===== config.mk =====
export PLATFORM = sky130hd
export DESIGN_NAME = hazard_ctrl_unit_flat
export DESIGN_NICKNAME = d
export VERILOG_FILES = /design/src/rtl/hazard_ctrl_if.sv /design/src/rtl/hazard_ctrl_unit.sv /design/src/flat_wrapper.sv
export SDC_FILE = /design/constraint.sdc
export NUM_CORES = 1
export LEC_CHECK = 0
export CORE_ASPECT_RATIO = 2
export CORE_MARGIN = 3
export CORE_UTILIZATION = 40
export CTS_BUF_LIST = sky130_fd_sc_hd__clkbuf_16
export DETAILED_ROUTE_END_ITERATION = 10
export GPL_ROUTABILITY_DRIVEN = 1
export GPL_TIMING_DRIVEN = 0
export MAX_ROUTING_LAYER = met4
export PLACE_DENSITY = 0.69
export SETUP_SLACK_MARGIN = 0.1
export SLEW_MARGIN = 20
export SYNTH_ARGS = -nofsm -noshare
export SYNTH_HDL_FRONTEND = slang
export SYNTH_SLANG_ARGS = --single-unit

===== constraint.sdc =====
create_clock -name clk -period 4 [get_ports clk]
set_input_delay 0.4 -clock clk [delete_from_list [all_inputs] [get_ports clk]]
set_output_delay 0.4 -clock clk [all_outputs]
set_load 0.01 [all_outputs]

===== src/rtl/hazard_ctrl_if.sv =====
// Bundles the pipeline-facing signals of the hazard controller.
// The pipeline (master) drives register numbers and stage status. The
// hazard controller (slave) returns stage enables, forwarding selects and
// debug information.
// Memory handshake: MemReqM is the valid side and is held for as long as the
// access is outstanding. MemReadyM is the ready side. The access completes
// in the first cycle in which both are high. It may complete in the same
// cycle it is first requested.
interface hazard_ctrl_if #(
  parameter int CNT_W = 32
);
  logic [4:0]       Rs1D, Rs2D, Rs1E, Rs2E, RdE, RdM, RdW;
  logic             ResultSrcE0, RegWriteM, RegWriteW, PCSrcE;
  logic             MemReqM, MemReadyM;
  logic             StallF, StallD, StallE, StallM;
  logic             FlushD, FlushE, FlushW;
  logic [1:0]       ForwardAE, ForwardBE;
  logic             MemErr;
  logic [CNT_W-1:0] StallCnt, FlushCnt;
  logic [1:0]       dbg_state;

  modport master (
    output Rs1D, Rs2D, Rs1E, Rs2E, RdE, RdM, RdW,
    output ResultSrcE0, RegWriteM, RegWriteW, PCSrcE, MemReqM, MemReadyM,
    input  StallF, StallD, StallE, StallM, FlushD, FlushE, FlushW,
    input  ForwardAE, ForwardBE, MemErr, StallCnt, FlushCnt, dbg_state
  );

  modport slave (
    input  Rs1D, Rs2D, Rs1E, Rs2E, RdE, RdM, RdW,
    input  ResultSrcE0, RegWriteM, RegWriteW, PCSrcE, MemReqM, MemReadyM,
    output StallF, StallD, StallE, StallM, FlushD, FlushE, FlushW,
    output ForwardAE, ForwardBE, MemErr, StallCnt, FlushCnt, dbg_state
  );
endinterface


===== src/rtl/hazard_ctrl_unit.sv =====
// Central hazard controller for a 5-stage pipeline.
// - Stall and flush enables for the IF/ID, ID/EX, EX/MEM and MEM/WB registers.
// - ALU operand forwarding selects for Execute.
// - A RUN / MEM_WAIT / ERROR sequencer for multi-cycle data-memory accesses.
// - Saturating stall and flush event counters.
// dbg_state encoding: 0 = RUN, 1 = MEM_WAIT, 2 = ERROR.
module hazard_ctrl_unit #(
  parameter int WAIT_MAX = 16,
  parameter int CNT_W    = 32
) (
  input logic          clk,
  input logic          rst,
  hazard_ctrl_if.slave bus
);

  typedef enum logic [1:0] {
    RUN      = 2'd0,
    MEM_WAIT = 2'd1,
    ERROR    = 2'd2
  } state_t;

  localparam logic [7:0] WAIT_LIM = 8'(WAIT_MAX);

  state_t           state, state_nxt;
  logic [7:0]       wait_cnt, wait_cnt_nxt;
  logic             mem_err;
  logic [CNT_W-1:0] stall_cnt, flush_cnt;
  logic             mem_stall, lw_stall;
  logic             stall_f, stall_d, stall_e, stall_m;
  logic             flush_d, flush_e, flush_w;
  logic [1:0]       fwd_a, fwd_b;

  // A Memory-stage producer takes priority over Writeback because it holds
  // the younger value. x0 never forwards.
  function automatic logic [1:0] fwd_sel(
    input logic [4:0] rs,
    input logic [4:0] rd_m,
    input logic [4:0] rd_w,
    input logic       wr_m,
    input logic       wr_w
  );
    logic [1:0] sel;
    sel = 2'b00;
    if (wr_m && (rd_m != 5'd0) && (rd_m == rs)) begin
      sel = 2'b10;
    end else if (wr_w && (rd_w != 5'd0) && (rd_w == rs)) begin
      sel = 2'b01;
    end
    return sel;
  endfunction

  // Next-state logic for the memory-wait sequencer and its cycle counter.
  always_comb begin
    state_nxt    = state;
    wait_cnt_nxt = wait_cnt;
    case (state)
      RUN: begin
        if (bus.MemReqM && !bus.MemReadyM) begin
          state_nxt    = MEM_WAIT;
          wait_cnt_nxt = 8'd0;
        end
      end
      MEM_WAIT: begin
        wait_cnt_nxt = wait_cnt + 8'd1;
        if (bus.MemReadyM) begin
          state_nxt = RUN;
        end else if (wait_cnt_nxt == WAIT_LIM) begin
          state_nxt = ERROR;
        end
      end
      default: state_nxt = ERROR;
    endcase
  end

  // Registers for the sequencer state, the wait counter and the sticky error flag.
  always_ff @(posedge clk or posedge rst) begin
    if (rst) begin
      state    <= RUN;
      wait_cnt <= 8'd0;
      mem_err  <= 1'b0;
    end else begin
      state    <= state_nxt;
      wait_cnt <= wait_cnt_nxt;
      if (state_nxt == ERROR && state != ERROR) begin
        mem_err <= 1'b1;
      end
    end
  end

  // Stage enables and forwarding selects. A memory freeze overrides load-use
  // and redirect handling. The redirect is therefore held in Execute and acted
  // on once the access completes.
  always_comb begin
    stall_f   = 1'b0;
    stall_d   = 1'b0;
    stall_e   = 1'b0;
    stall_m   = 1'b0;
    flush_d   = 1'b0;
    flush_e   = 1'b0;
    flush_w   = 1'b0;
    fwd_a     = 2'b00;
    fwd_b     = 2'b00;
    mem_stall = (state == RUN && bus.MemReqM && !bus.MemReadyM) || (state != RUN);
    lw_stall  = bus.ResultSrcE0 && (bus.RdE != 5'd0) &&
                ((bus.RdE == bus.Rs1D) || (bus.RdE == bus.Rs2D)) && !bus.PCSrcE;
    if (!rst) begin
      fwd_a = fwd_sel(bus.Rs1E, bus.RdM, bus.RdW, bus.RegWriteM, bus.RegWriteW);
      fwd_b = fwd_sel(bus.Rs2E, bus.RdM, bus.RdW, bus.RegWriteM, bus.RegWriteW);
      if (mem_stall) begin
        stall_f = 1'b1;
        stall_d = 1'b1;
        stall_e = 1'b1;
        stall_m = 1'b1;
        flush_w = 1'b1;
      end else begin
        stall_f = lw_stall;
        stall_d = lw_stall;
        flush_d = bus.PCSrcE;
        flush_e = lw_stall || bus.PCSrcE;
      end
    end
  end

  // Saturating debug counters of stall cycles (StallF) and bubble cycles (FlushE).
  always_ff @(posedge clk or posedge rst) begin
    if (rst) begin
      stall_cnt <= '0;
      flush_cnt <= '0;
    end else begin
      if (stall_f && (stall_cnt != '1)) begin
        stall_cnt <= stall_cnt + CNT_W'(1);
      end
      if (flush_e && (flush_cnt != '1)) begin
        flush_cnt <= flush_cnt + CNT_W'(1);
      end
    end
  end

  assign bus.StallF    = stall_f;
  assign bus.StallD    = stall_d;
  assign bus.StallE    = stall_e;
  assign bus.StallM    = stall_m;
  assign bus.FlushD    = flush_d;
  assign bus.FlushE    = flush_e;
  assign bus.FlushW    = flush_w;
  assign bus.ForwardAE = fwd_a;
  assign bus.ForwardBE = fwd_b;
  assign bus.MemErr    = mem_err;
  assign bus.StallCnt  = stall_cnt;
  assign bus.FlushCnt  = flush_cnt;
  assign bus.dbg_state = state;

endmodule


===== src/flat_wrapper.sv =====
// flat-port wrapper written by rule: the top's interface ports become plain ports
module hazard_ctrl_unit_flat 
#(
  parameter int WAIT_MAX = 16,
  parameter int CNT_W    = 32
)
  (clk, rst, bus_Rs1D, bus_Rs2D, bus_Rs1E, bus_Rs2E, bus_RdE, bus_RdM, bus_RdW, bus_ResultSrcE0, bus_RegWriteM, bus_RegWriteW, bus_PCSrcE, bus_MemReqM, bus_MemReadyM, bus_StallF, bus_StallD, bus_StallE, bus_StallM, bus_FlushD, bus_FlushE, bus_FlushW, bus_ForwardAE, bus_ForwardBE, bus_MemErr, bus_StallCnt, bus_FlushCnt, bus_dbg_state);
  hazard_ctrl_if #(.CNT_W(CNT_W)) bus_i ();
  input logic clk;
  input logic rst;
  input wire logic [$bits(bus_i.Rs1D)-1:0] bus_Rs1D;
  input wire logic [$bits(bus_i.Rs2D)-1:0] bus_Rs2D;
  input wire logic [$bits(bus_i.Rs1E)-1:0] bus_Rs1E;
  input wire logic [$bits(bus_i.Rs2E)-1:0] bus_Rs2E;
  input wire logic [$bits(bus_i.RdE)-1:0] bus_RdE;
  input wire logic [$bits(bus_i.RdM)-1:0] bus_RdM;
  input wire logic [$bits(bus_i.RdW)-1:0] bus_RdW;
  input wire logic [$bits(bus_i.ResultSrcE0)-1:0] bus_ResultSrcE0;
  input wire logic [$bits(bus_i.RegWriteM)-1:0] bus_RegWriteM;
  input wire logic [$bits(bus_i.RegWriteW)-1:0] bus_RegWriteW;
  input wire logic [$bits(bus_i.PCSrcE)-1:0] bus_PCSrcE;
  input wire logic [$bits(bus_i.MemReqM)-1:0] bus_MemReqM;
  input wire logic [$bits(bus_i.MemReadyM)-1:0] bus_MemReadyM;
  output wire logic [$bits(bus_i.StallF)-1:0] bus_StallF;
  output wire logic [$bits(bus_i.StallD)-1:0] bus_StallD;
  output wire logic [$bits(bus_i.StallE)-1:0] bus_StallE;
  output wire logic [$bits(bus_i.StallM)-1:0] bus_StallM;
  output wire logic [$bits(bus_i.FlushD)-1:0] bus_FlushD;
  output wire logic [$bits(bus_i.FlushE)-1:0] bus_FlushE;
  output wire logic [$bits(bus_i.FlushW)-1:0] bus_FlushW;
  output wire logic [$bits(bus_i.ForwardAE)-1:0] bus_ForwardAE;
  output wire logic [$bits(bus_i.ForwardBE)-1:0] bus_ForwardBE;
  output wire logic [$bits(bus_i.MemErr)-1:0] bus_MemErr;
  output wire logic [$bits(bus_i.StallCnt)-1:0] bus_StallCnt;
  output wire logic [$bits(bus_i.FlushCnt)-1:0] bus_FlushCnt;
  output wire logic [$bits(bus_i.dbg_state)-1:0] bus_dbg_state;
  assign bus_i.Rs1D = bus_Rs1D;
  assign bus_i.Rs2D = bus_Rs2D;
  assign bus_i.Rs1E = bus_Rs1E;
  assign bus_i.Rs2E = bus_Rs2E;
  assign bus_i.RdE = bus_RdE;
  assign bus_i.RdM = bus_RdM;
  assign bus_i.RdW = bus_RdW;
  assign bus_i.ResultSrcE0 = bus_ResultSrcE0;
  assign bus_i.RegWriteM = bus_RegWriteM;
  assign bus_i.RegWriteW = bus_RegWriteW;
  assign bus_i.PCSrcE = bus_PCSrcE;
  assign bus_i.MemReqM = bus_MemReqM;
  assign bus_i.MemReadyM = bus_MemReadyM;
  assign bus_StallF = bus_i.StallF;
  assign bus_StallD = bus_i.StallD;
  assign bus_StallE = bus_i.StallE;
  assign bus_StallM = bus_i.StallM;
  assign bus_FlushD = bus_i.FlushD;
  assign bus_FlushE = bus_i.FlushE;
  assign bus_FlushW = bus_i.FlushW;
  assign bus_ForwardAE = bus_i.ForwardAE;
  assign bus_ForwardBE = bus_i.ForwardBE;
  assign bus_MemErr = bus_i.MemErr;
  assign bus_StallCnt = bus_i.StallCnt;
  assign bus_FlushCnt = bus_i.FlushCnt;
  assign bus_dbg_state = bus_i.dbg_state;
  hazard_ctrl_unit #(.WAIT_MAX(WAIT_MAX), .CNT_W(CNT_W)) u_core (.clk(clk), .rst(rst), .bus(bus_i));
endmodule

==> reports/results.txt <==
The met3 wire length is 436 µm. The number of nets handed over by synthesis was 459. The worst register-to-register path begins at u_core.bus.FlushCnt[0]. The max capacitance violation total was 0; the actual transition at the worst max-transition pin was 617 ps.

The tools report the peak supply drop as 0.250 mV. The first global-routing pass estimated 17.3 mm of wire. For this run, the register share of the synthesized area comes to 45.8%. The routed layout has 3590 vias.

The slowest stage of the critical path is the clkdlybuf4s50_1 cell. The flow ran to the end, and the final reports show no timing, DRC or antenna violations. The horizontal die dimension is 77.6 µm. Deepest level of the CTS H-tree: 3.

Data on the critical path arrives at its endpoint at 3080 ps. For this configuration, the core starts out at a cell density of 41.4%. For this run, asynchronously set or reset flops after synthesis account for 100%. Timing would allow up to 287 MHz. Setup violations remaining at the end of the flow were counted as 0.

The clock reaches the later pin of the worst-skew pair after 340 ps. In the final timing run, aggregate negative setup slack is 0 ps. In this run, placement finished with an instance count of 666. The tools report the I/O pin count as 121. The detailed-routing iteration count for the pre-antenna-repair pass is 4.

The average cell area after synthesis is 9.92 µm², and the switching power is 0.477 mW. Relative max-transition margin: 58.9%. The run gives 5.92 mm as the amount of wire on met2 after detailed routing. Die boundary height: 149 µm. Traced cell by cell, the critical path runs through clkdlybuf4s50_1, inv_4, o211ai_1, or4_1, nor4_1, clkdlybuf4s50_1.

The worst setup path is launched from an input pin. The number of global-route vias before repair was 3707. The start point of the critical path was rst. After routing the design area is 0.00583 mm². Power spread over the standard cell area amounts to 346 mW/mm². After clock tree synthesis, the flow added hold-fix buffers numbering 0. The filler cell count in the final layout is 871, and the die area is 0.0116 mm². In this run the static leakage power is 2.42 nW. The HPWL after detailed placement is 8.29 mm. The logs give 8.52 ps for the clock tree skew after final layout and 102 for the detailed router's first-iteration violation count. The number of buffers on the longest clock path was 2. After layout, the design draws a total of 2.02 mW.

The routed metal-1 wire length is 3.79 mm, and the core area is 0.00989 mm². In this run, CTS created clock tree buffers numbering 9. Summing every instance area after synthesis gives 0.00410 mm².

The total placed instance area is 0.00549 mm². The setup path with the least slack is of type input pin to output port. The number of antenna-violating nets in the routed design came out at 0. The number of port buffers works out to 120.

The kind of end point of the critical path was an output port. After floorplanning, the core was divided into 51 placement rows. The dominant synthesized flop cell was dfrtp_1. The proportion of layout cells with a drive suffix above 1 came out at 6.73%.

Summed over all layers, the global routing overflow is 0. The routability-driven placement congestion ratio was 0.839. The share of total power in the clock network came out at 45.7%. The post-synthesis cell type with the largest combined area is dfrtp_1. Counting every instance in the synthesized netlist gives 413. The most repeated library cell on the critical path is clkdlybuf4s50_1. After synthesis the netlist holds a flip-flop and latch count of 75.

The period utilization works out to 87.0%. For the number of inserted diodes, the log shows 0. Net switching is 23.6% of the power. The highest cell delay on the worst timing path came out at 610 ps.

The cell sitting at the root of the clock tree is a clkbuf_16. The worst hold path begins at u_core.bus.MemErr. After clock tree synthesis, the setup repair step added 0 buffers. Internal power comes to 1.54 mW. Entering global routing, the biggest net connects 44 pins. Number of clock sinks seen by CTS: 75.

After detailed routing, no signal wire sits above met4. The ratio of routed vias to standard cells was 5.26. The final-report hold violation count came out at 0. Setup repair after global routing left no endpoint under its margin.

For the number of library cell types mapped by synthesis, the log shows 44. For the worst setup path, the data required time is 3600 ps. The logs give 0 for the number of DRC violations after detailed routing and 682 for the count of non-filler cells in the finished layout. Of the total power, combinational logic draws 12.9%. After clock tree synthesis, the repair step resized 0 gates. The all-layer global routing usage is 19.4%, and the time the worst path needs with I/O delays and setup is 3480 ps. During synthesis, Yosys emitted a total of 0 warnings. Path type of the worst min-delay path: flop to flop. The number of flops mapped to enable cells by yosys was 0. Sorting the synthesized cells by area gives the leading types as dfrtp_1 (46%), xor2_1 (10%), xnor2_1 (9.6%), nand4_1 (4.1%), nand2_1 (3.6%).

Layout-stage area growth over the synthesis result: 42.3%. The clock transition at the register clock pins on the worst setup and hold paths after CTS is 60 ps. In the final routed layout, each cell accounts on average for 15.2 µm. For the initial antenna violation count, the log shows 0.

TritonCTS built the clock tree. The maximum net fanout on the critical path is 34. The number of pins with negative max-slew slack in the final report is 0, and the final core area utilization is 58.9%.

The area fraction of the dominant cell type after synthesis is 45.8%, and the net total in the final layout is 591. Per report_power, the sequential group accounts for 41.4% of the total. The final layout contains routed wiring with a total length of 10.4 mm.
state kept, by name, indices dropped and copies added (netlist names):
register	cells
u_core.bus.FlushCnt	32
u_core.bus.MemErr	1
u_core.bus.StallCnt	32
u_core.bus.dbg_state	2
u_core.wait_cnt	8
placed cells by master (no fill, tap or decap), drive strengths merged, types with 2 or more instances in the layout:
master / count
nor4: 11
o211ai: 2
xnor2: 45
clkinvlp: 2
a2111oi: 2
a22o: 2
nand2b: 3
a21o: 2
and3: 17
nor3: 24
inv: 9
nand4: 28
a31oi: 3
clkbuf: 9
nand3b: 2
mux2: 2
buf: 9
xor2: 47
or4: 5
nand2: 39
o21ai: 14
dfrtp: 75
ha: 3
nand3: 29
nor2: 28
clkdlybuf4s50: 120
bufinv: 3
and2: 5
worst paths after layout:
path	depth (start not counted)	slack, ps	to
setup / recovery	6	520	bus_ForwardBE[0]
hold / removal	1	470	u_core.bus.MemErr
setup reg to reg	7	1790	u_core.bus.FlushCnt[24]
hold reg to reg	1	470	u_core.bus.MemErr
max in group asynchronous	3	2740	u_core.bus.FlushCnt[14]
min in group asynchronous	2	700	u_core.wait_cnt[4]
power groups by stage:
stage	combinational (mW)	sequential, mW	clock, mW
detailed placement	0.264	0.849	0
finish	0.260	0.836	0.923
floorplan	0.102	0.855	0
global placement	0.255	0.848	0
CTS	0.265	0.836	0.935
global route	0.281	0.844	0.961
layout make-up:
| type | instances | area (µm²) | share of cell area, % |
|---|---|---|---|
| Clock buffer | 9 | 225 | 3.86 |
| Sequential cell | 75 | 1880 | 32.2 |
| Timing Repair Buffer | 121 | 1220 | 20.9 |
| Tap cell | 132 | 165 | 2.83 |
| Buffer | 8 | 60.1 | 1.03 |
| Clock inverter | 7 | 118 | 2.02 |
| Multi-Input combinational cell | 322 | 2130 | 36.6 |
| Inverter | 8 | 32.5 | 0.558 |
layer usage:
metal	vias up	global-route usage, %
li1	1727	-
met1	1731	19.9
met2	111	35.4
met3	21	3.08
met4	0	9.18
met5	-	-
worst max-delay path, delay by kind of cell:
family / cells / cell delay [ps]
compound gates: 1 / 220
simple gates: 2 / 790
buf+inv: 3 / 1650
synth_stat cells (3+ instances only):
cell type  number
xnor2_1        45
inv_1           6
nand4_1        27
or4_1           5
nand3_1        29
and2_1          5
nor2_1         28
and3_1         17
buf_4           6
nor4_2          3
dfrtp_1        75
xor2_1         47
ha_1            3
nand2_1        39
nor4_1          7
o21ai_0        13
nand2b_1        3
nor3_1         23
kinds of logic after synthesis:
family                   Yosys count  synth area share (%)
adder cells (fa/ha/maj)            3                 0.916
AO/OA/AOI/OAI                     30                  5.22
XOR/XNOR                          92                  19.7
multiplexers                       2                 0.550
AND/OR/NAND/NOR                  195                  25.6
flip-flops                        75                  45.8
buffers and inverters             16                  2.20
through the flow:
step / hold WS (ps) / setup WS (ps)
floorplan: 473 / 466
global placement: 470 / -1570
detailed placement: 463 / 471
CTS: 480 / 449
global route: 516 / 298
finish: 470 / 519
Note: power is estimated with default switching activity, not from simulation.
